==> src/rtl/csr_trap_sequencer_pkg.sv <==
// csr_trap_sequencer_pkg: CSR indices, mstatus bit positions, FSM states and mstatus update helpers.
package csr_trap_sequencer_pkg;
    localparam logic [2:0] CSR_MSTATUS   = 3'd0;
    localparam logic [2:0] CSR_MTVEC     = 3'd1;
    localparam logic [2:0] CSR_MEPC      = 3'd2;
    localparam logic [2:0] CSR_MCAUSE    = 3'd3;
    localparam logic [2:0] CSR_MVENDORID = 3'd4;
    localparam logic [2:0] CSR_MARCHID   = 3'd5;
    localparam int MIE_BIT  = 3;
    localparam int MPIE_BIT = 7;
    localparam int MPP_HI   = 12;
    localparam int MPP_LO   = 11;
    typedef enum logic [2:0] {
        IDLE, T_EPC, T_CAUSE, T_STAT, T_VEC, M_STAT, M_EPC
    } state_t;
    function automatic logic [31:0] trap_mstatus(input logic [31:0] s);
        logic [31:0] r;
        r = s;
        r[MPIE_BIT] = s[MIE_BIT];
        r[MIE_BIT] = 1'b0;
        r[MPP_HI:MPP_LO] = 2'b11;
        return r;
    endfunction
    function automatic logic [31:0] mret_mstatus(input logic [31:0] s);
        logic [31:0] r;
        r = s;
        r[MIE_BIT] = s[MPIE_BIT];
        r[MPIE_BIT] = 1'b1;
        r[MPP_HI:MPP_LO] = 2'b11;
        return r;
    endfunction
    // vendor/arch id registers are read-only to the pipeline
    function automatic logic is_ro(input logic [2:0] idx);
        return idx == CSR_MVENDORID || idx == CSR_MARCHID;
    endfunction
endpackage

==> src/rtl/csr_trap_sequencer_if.sv <==
// csr_trap_sequencer_if: request, pipeline CSR traffic, CSR-file ports and redirect bundle.
interface csr_trap_sequencer_if;
    logic        trap_valid;
    logic [31:0] trap_pc;
    logic [31:0] trap_cause;
    logic        mret_valid;
    logic        seq_ready;
    logic        wbu_csr_wr;
    logic [2:0]  wbu_csr_rd;
    logic [31:0] wbu_csr_data;
    logic [2:0]  idu_csr_rs;
    logic        pipe_stall;
    logic        csr_wr;
    logic [2:0]  csr_rd;
    logic [31:0] csr_busW;
    logic [2:0]  csr_rs;
    logic [31:0] csr_rs_data;
    logic        redirect_valid;
    logic [31:0] redirect_pc;
    logic        flush;
    modport slave (
        input  trap_valid, trap_pc, trap_cause, mret_valid,
        input  wbu_csr_wr, wbu_csr_rd, wbu_csr_data, idu_csr_rs, csr_rs_data,
        output seq_ready, pipe_stall, csr_wr, csr_rd, csr_busW, csr_rs,
        output redirect_valid, redirect_pc, flush
    );
    modport master (
        output trap_valid, trap_pc, trap_cause, mret_valid,
        output wbu_csr_wr, wbu_csr_rd, wbu_csr_data, idu_csr_rs, csr_rs_data,
        input  seq_ready, pipe_stall, csr_wr, csr_rd, csr_busW, csr_rs,
        input  redirect_valid, redirect_pc, flush
    );
endinterface

==> src/rtl/csr_trap_sequencer_wport_mux.sv <==
// csr_wport_mux: gives the CSR-file ports to the pipeline in idle and to the sequencer otherwise.
module csr_wport_mux
    import csr_trap_sequencer_pkg::*;
(
    input  logic        i_rst,
    input  logic        i_idle,
    input  logic        i_seq_wr,
    input  logic [2:0]  i_seq_rd,
    input  logic [31:0] i_seq_data,
    input  logic [2:0]  i_seq_rs,
    input  logic        i_wbu_wr,
    input  logic [2:0]  i_wbu_rd,
    input  logic [31:0] i_wbu_data,
    input  logic [2:0]  i_idu_rs,
    output logic        o_csr_wr,
    output logic [2:0]  o_csr_rd,
    output logic [31:0] o_csr_busw,
    output logic [2:0]  o_csr_rs
);
    always_comb begin
        o_csr_wr   = !i_rst && (i_idle ? (i_wbu_wr && !is_ro(i_wbu_rd)) : i_seq_wr);
        o_csr_rd   = i_idle ? i_wbu_rd : i_seq_rd;
        o_csr_busw = i_idle ? i_wbu_data : i_seq_data;
        o_csr_rs   = i_idle ? i_idu_rs : i_seq_rs;
    end
endmodule

==> src/rtl/csr_trap_sequencer.sv <==
// csr_trap_sequencer: walks mepc/mcause/mstatus/mtvec on a trap and mstatus/mepc on mret,
// then pulses a pipeline redirect; the pipeline is stalled while the walk owns the CSR ports.
module csr_trap_sequencer
    import csr_trap_sequencer_pkg::*;
(
    input logic clk,
    input logic rst,
    csr_trap_sequencer_if.slave bus
);
    state_t      r_state, w_next;
    logic [31:0] r_pc, r_cause;
    logic        w_idle, w_seq_wr, w_redirect;
    logic [2:0]  w_seq_rd, w_seq_rs;
    logic [31:0] w_seq_data, w_redirect_pc;

    assign w_idle = r_state == IDLE;

    always_ff @(posedge clk) begin
        if (rst) begin
            r_state <= IDLE;
            r_pc    <= '0;
            r_cause <= '0;
        end else begin
            r_state <= w_next;
            if (w_idle && bus.trap_valid) begin
                r_pc    <= bus.trap_pc;
                r_cause <= bus.trap_cause;
            end
        end
    end

    // trap wins over a simultaneous mret; the mret is simply not accepted
    always_comb begin
        w_next        = r_state;
        w_seq_wr      = 1'b0;
        w_seq_rd      = CSR_MSTATUS;
        w_seq_data    = '0;
        w_seq_rs      = CSR_MSTATUS;
        w_redirect    = 1'b0;
        w_redirect_pc = '0;
        case (r_state)
            IDLE:    w_next = bus.trap_valid ? T_EPC : (bus.mret_valid ? M_STAT : IDLE);
            T_EPC: begin
                w_seq_wr   = 1'b1;
                w_seq_rd   = CSR_MEPC;
                w_seq_data = r_pc;
                w_next     = T_CAUSE;
            end
            T_CAUSE: begin
                w_seq_wr   = 1'b1;
                w_seq_rd   = CSR_MCAUSE;
                w_seq_data = r_cause;
                w_next     = T_STAT;
            end
            T_STAT: begin
                w_seq_wr   = 1'b1;
                w_seq_data = trap_mstatus(bus.csr_rs_data);
                w_next     = T_VEC;
            end
            T_VEC: begin
                w_seq_rs      = CSR_MTVEC;
                w_redirect    = 1'b1;
                w_redirect_pc = {bus.csr_rs_data[31:2], 2'b00};
                w_next        = IDLE;
            end
            M_STAT: begin
                w_seq_wr   = 1'b1;
                w_seq_data = mret_mstatus(bus.csr_rs_data);
                w_next     = M_EPC;
            end
            M_EPC: begin
                w_seq_rs      = CSR_MEPC;
                w_redirect    = 1'b1;
                w_redirect_pc = bus.csr_rs_data;
                w_next        = IDLE;
            end
            default: w_next = IDLE;
        endcase
    end

    assign bus.seq_ready      = rst || w_idle;
    assign bus.pipe_stall     = !rst && !w_idle;
    assign bus.redirect_valid = !rst && w_redirect;
    assign bus.flush          = !rst && w_redirect;
    assign bus.redirect_pc    = w_redirect_pc;

    csr_wport_mux u_mux (
        .i_rst      (rst),
        .i_idle     (w_idle),
        .i_seq_wr   (w_seq_wr),
        .i_seq_rd   (w_seq_rd),
        .i_seq_data (w_seq_data),
        .i_seq_rs   (w_seq_rs),
        .i_wbu_wr   (bus.wbu_csr_wr),
        .i_wbu_rd   (bus.wbu_csr_rd),
        .i_wbu_data (bus.wbu_csr_data),
        .i_idu_rs   (bus.idu_csr_rs),
        .o_csr_wr   (bus.csr_wr),
        .o_csr_rd   (bus.csr_rd),
        .o_csr_busw (bus.csr_busW),
        .o_csr_rs   (bus.csr_rs)
    );
endmodule

==> src/flat_wrapper.sv <==
// flat-port wrapper written by rule: the top's interface ports become plain ports
module csr_trap_sequencer_flat import csr_trap_sequencer_pkg::*;
  (clk, rst, bus_trap_valid, bus_trap_pc, bus_trap_cause, bus_mret_valid, bus_wbu_csr_wr, bus_wbu_csr_rd, bus_wbu_csr_data, bus_idu_csr_rs, bus_csr_rs_data, bus_seq_ready, bus_pipe_stall, bus_csr_wr, bus_csr_rd, bus_csr_busW, bus_csr_rs, bus_redirect_valid, bus_redirect_pc, bus_flush);
  csr_trap_sequencer_if bus_i ();
  input logic clk;
  input logic rst;
  input wire logic [$bits(bus_i.trap_valid)-1:0] bus_trap_valid;
  input wire logic [$bits(bus_i.trap_pc)-1:0] bus_trap_pc;
  input wire logic [$bits(bus_i.trap_cause)-1:0] bus_trap_cause;
  input wire logic [$bits(bus_i.mret_valid)-1:0] bus_mret_valid;
  input wire logic [$bits(bus_i.wbu_csr_wr)-1:0] bus_wbu_csr_wr;
  input wire logic [$bits(bus_i.wbu_csr_rd)-1:0] bus_wbu_csr_rd;
  input wire logic [$bits(bus_i.wbu_csr_data)-1:0] bus_wbu_csr_data;
  input wire logic [$bits(bus_i.idu_csr_rs)-1:0] bus_idu_csr_rs;
  input wire logic [$bits(bus_i.csr_rs_data)-1:0] bus_csr_rs_data;
  output wire logic [$bits(bus_i.seq_ready)-1:0] bus_seq_ready;
  output wire logic [$bits(bus_i.pipe_stall)-1:0] bus_pipe_stall;
  output wire logic [$bits(bus_i.csr_wr)-1:0] bus_csr_wr;
  output wire logic [$bits(bus_i.csr_rd)-1:0] bus_csr_rd;
  output wire logic [$bits(bus_i.csr_busW)-1:0] bus_csr_busW;
  output wire logic [$bits(bus_i.csr_rs)-1:0] bus_csr_rs;
  output wire logic [$bits(bus_i.redirect_valid)-1:0] bus_redirect_valid;
  output wire logic [$bits(bus_i.redirect_pc)-1:0] bus_redirect_pc;
  output wire logic [$bits(bus_i.flush)-1:0] bus_flush;
  assign bus_i.trap_valid = bus_trap_valid;
  assign bus_i.trap_pc = bus_trap_pc;
  assign bus_i.trap_cause = bus_trap_cause;
  assign bus_i.mret_valid = bus_mret_valid;
  assign bus_i.wbu_csr_wr = bus_wbu_csr_wr;
  assign bus_i.wbu_csr_rd = bus_wbu_csr_rd;
  assign bus_i.wbu_csr_data = bus_wbu_csr_data;
  assign bus_i.idu_csr_rs = bus_idu_csr_rs;
  assign bus_i.csr_rs_data = bus_csr_rs_data;
  assign bus_seq_ready = bus_i.seq_ready;
  assign bus_pipe_stall = bus_i.pipe_stall;
  assign bus_csr_wr = bus_i.csr_wr;
  assign bus_csr_rd = bus_i.csr_rd;
  assign bus_csr_busW = bus_i.csr_busW;
  assign bus_csr_rs = bus_i.csr_rs;
  assign bus_redirect_valid = bus_i.redirect_valid;
  assign bus_redirect_pc = bus_i.redirect_pc;
  assign bus_flush = bus_i.flush;
  csr_trap_sequencer u_core (.clk(clk), .rst(rst), .bus(bus_i));
endmodule
==> config.mk <==
export PLATFORM = sky130hd
export DESIGN_NAME = csr_trap_sequencer_flat
export DESIGN_NICKNAME = d
export VERILOG_FILES = /design/src/rtl/csr_trap_sequencer_pkg.sv /design/src/rtl/csr_trap_sequencer_if.sv /design/src/rtl/csr_trap_sequencer_wport_mux.sv /design/src/rtl/csr_trap_sequencer.sv /design/src/flat_wrapper.sv
export SDC_FILE = /design/constraint.sdc
export NUM_CORES = 1
export LEC_CHECK = 0
export BUFFER_PORTS_ARGS = -buffer_cell sky130_fd_sc_hd__buf_2
export CAP_MARGIN = 20
export CORE_ASPECT_RATIO = 2
export CORE_MARGIN = 4
export CORE_UTILIZATION = 35
export DETAILED_ROUTE_END_ITERATION = 10
export PLACE_DENSITY = 0.71
export SYNTH_ARGS = -nofsm -noshare
export SYNTH_HDL_FRONTEND = slang
export SYNTH_SLANG_ARGS = --single-unit
==> constraint.sdc <==
create_clock -name clk -period 2.1 [get_ports clk]
set_input_delay 0.21 -clock clk [delete_from_list [all_inputs] [get_ports clk]]
set_output_delay 0.21 -clock clk [all_outputs]
set_load 0.01 [all_outputs]
==> run_results.csv <==
group,metric,value,unit
sta,period_minus_slack,1.98,ns
worst_setup_path,end_kind,"primary output",
clock_network,cts_root_buffer,"clkbuf_16",
clock_network,clock-sinks,67,
worst_setup_path,cpMaxStageDelayCell,"dfxtp_2",
routing,via_count,4304,
min_path,whs_endpoint,"u_core.r_pc[6]",
clock_network,h-tree-depth,3,
finish,final_common_cell,"buf_2",
routing,wl_per_cell,16.0,um
place,io_buffers,213,
die,core_area,0.0109,mm^2
worst_setup_path,ff2ff_path_depth,5,
worst_setup_path,r2r_start,"u_core.r_state[0]",
die,initial_core_util,0.359,
finish,fin_nets,841,
worst_setup_path,path_class,"reg2out",
synth,synth_cell_type_count,33,
sta,finalHoldViolations,0,
clock_network,cts_tree,"yes",
global_routing,grt_start_max_net_pins,54,
worst_setup_path,cpPeakStageDelay,0.38,ns
finish,final_cell_mix,"213 x buf_2, 132 x nand2_1, 67 x a21oi_1, 65 x dfxtp_1, 39 x nor2_1",
global_routing,grt_first_pass_wirelength,20.6,mm
worst_setup_path,cp.arrival,1.77,ns
place,dp.final_hpwl,10.2,mm
sta,slew_headroom,0.699,
min_path,min_path_cells,3,
die,die_y,158,um
routing,routed_wl,13.6,mm
sta,finClkSkew,0.00634,ns
global_routing,grt.overflow.total,0,
finish,seqCellArea,0.00135,mm^2
clock_network,cts.reportedPaths.clkPinSlew,0.05,ns
sta,fin_tns_setup,0,ns
die,die_w,82.9,um
clock_network,cts_made_buffers,9,
routing,drc_errors,0,
min_path,hp-class,"in2reg",
synth,syn_area,0.00393,mm^2
finish,drive_above_1_share,0.403,
finish,n_fill_cell,1122,
sta,slew_violations,0,
sta,setup_ws,0.117,ns
routing,via_per_inst,5.09,
sta,worst_slew_pin_slew,0.448,ns
worst_setup_path,worstPathRequired,1.89,ns
run_status,status,"complete, no violations",
power,p_leak,2.58,nW
clock_network,clk_path_buf_depth,2,
die,io_pins,214,
clock_network,clk_latency,0.32,ns
place,place.gp.congestion,0.837,
synth,ys_seq_elements,67,
synth,yosysWarnings,0,
routing,dr.first_iter.drc_count,143,
synth,ys_seq_area_frac,0.342,
power,powerDensity,779,mW/mm^2
sta,fin_crit_sh,0.944,
worst_setup_path,crit_fanout,19,
synth,synthCells,507,
finish,syn_to_final_growth,37.0,%
power,ir_drop,0.476,mV
routing,antenna_left,0,
clock_network,cts_setup_buffers,0,
sta,fmax,504,MHz
min_path,hold_start,"bus_trap_pc[6]",
finish,num_antenna_cells,0,
die,num_rows,54,
sta,rsz0062_at_grt,"no",
synth,avgSynthCellArea,7.75,um^2
global_routing,antenna_found_initial,0,
global_routing,grt_usage,0.197,
worst_setup_path,reg2reg_to,"u_core.r_cause[31]",
place,pre_cts_ws,0.286,ns
die,die_area,0.0131,mm^2
clock_network,hold_buffers,0,
job,drv_cap,0,
finish,multi_input_area,0.00231,mm^2
routing,drtPass1Iterations,4,
worst_setup_path,rrSetupSlack,0.41,ns
global_routing,grt_pass1_vias,4291,
worst_setup_path,cp-start-kind,"flop",
sta,final-setup-viol-count,0,
worst_setup_path,crit_chain,"buf_6 > mux2_2 > a221o_1 > buf_2",
synth,synth_nets,646,
-- metal layers --
| layer | up-vias | global-route usage | share of wire |
|---|---|---|---|
| met5 | - | 0 | 0 |
| met4 | 0 | 0.101 | 0.039 |
| met3 | 34 | 0.0385 | 0.058 |
| met2 | 164 | 0.360 | 0.53 |
| met1 | 1987 | 0.214 | 0.38 |
| li1 | 2119 | - | - |
-- cells by family (layout without fill, tap and decap cells) --
| logic type | count (synthesis) | count (layout) | share of synthesized area |
|---|---|---|---|
| buf+inv | 52 | 250 | 0.0742 |
| mux | 58 | 58 | 0.157 |
| flops | 67 | 67 | 0.342 |
| xor+xnor | 1 | 1 | 0.00223 |
| compound gates | 110 | 110 | 0.184 |
| simple gates | 219 | 219 | 0.241 |
-- layout make-up --
cell class / count / area share
Timing Repair Buffer: 232 / 0.229
Clock inverter: 2 / 0.00651
Tap cell: 140 / 0.0326
Sequential cell: 67 / 0.250
Inverter: 4 / 0.00279
Multi-Input combinational cell: 388 / 0.429
Clock buffer: 12 / 0.0495
-- through the flow --
step / instances / area [um^2] / utilization / hold slack [ns] / power [mW]
3_5_place_dp: 831 / 5060 / 0.462 / 0.447 / 2.71
5_1_grt: 845 / 5380 / 0.491 / 0.119 / 4.41
4_1_cts: 845 / 5370 / 0.490 / 0.111 / 4.23
2_1_floorplan: 507 / 3930 / - / 0.346 / 2.26
3_3_place_gp: 831 / 5060 / 0.462 / 0.441 / 2.69
6_report: 845 / 5380 / 0.491 / 0.123 / 4.19
-- where the power goes --
part           switching, mW  total, mW  internal [mW]
registers             0.0677       1.45           1.38
clock network          0.500       1.50          0.999
logic                  0.680       1.24          0.562
total                   1.25       4.19           2.94
-- cell usage after synthesis (all sizes together) --
cell type  number  area share
nor4b           1      0.0022
nor2           39       0.037
a21o            1      0.0019
o21ai           5      0.0064
nor3            4      0.0051
and3b           1      0.0022
mux2i          29       0.074
a221oi          1      0.0022
xor2            1      0.0022
dfxtp          67        0.34
and3            2      0.0032
a211oi          1      0.0019
a221o          27       0.069
inv             4      0.0038
or2             2      0.0032
a32oi           2      0.0045
o21bai          2      0.0038
a21oi          67       0.085
o21a            1      0.0019
nor2b           3      0.0048
nand2         132        0.13
nand3           1      0.0013
buf            32       0.055
a22oi           1      0.0019
clkbuf         16       0.015
or4b            1      0.0025
o211a           2      0.0051
or3b            1      0.0022
mux2           29       0.083
and2           32       0.051
-- sequential cells by signal (all words and copies together), names as in the netlist --
signal / count
u_core.r_pc: 32
u_core.r_cause: 32
u_core.r_state: 3
-- worst max path at each step --
stage	startpoint	to	slack [ns]	cells past startpoint
global placement	u_core.r_state[1]	bus_csr_busW[9]	0.33	5
detailed placement	u_core.r_state[0]	bus_csr_busW[10]	0.29	4
CTS	u_core.r_state[1]	bus_csr_busW[28]	-0.03	5
floorplan	u_core.r_state[2]	bus_csr_busW[18]	0.49	4
global route	u_core.r_state[1]	bus_csr_busW[28]	0.03	5
finish	u_core.r_state[2]	bus_csr_busW[10]	0.12	4
-- worst max-delay path, delay by kind of cell, from the launching register on --
kind | cells | cell delay [ns]
buf+inv | 2 | 0.39
flops | 1 | 0.38
mux | 1 | 0.36
compound gates | 1 | 0.31
-- repair_timing --
| item | 4_1_cts | 5_1_grt |
|---|---|---|
| endpoints found under the hold margin | 0 | 0 |
| resized for setup | 1 | 4 |
| endpoints found under the setup margin | 26 | 27 |
| pin swaps | 0 | 0 |
(Power assumes the default switching activity.)
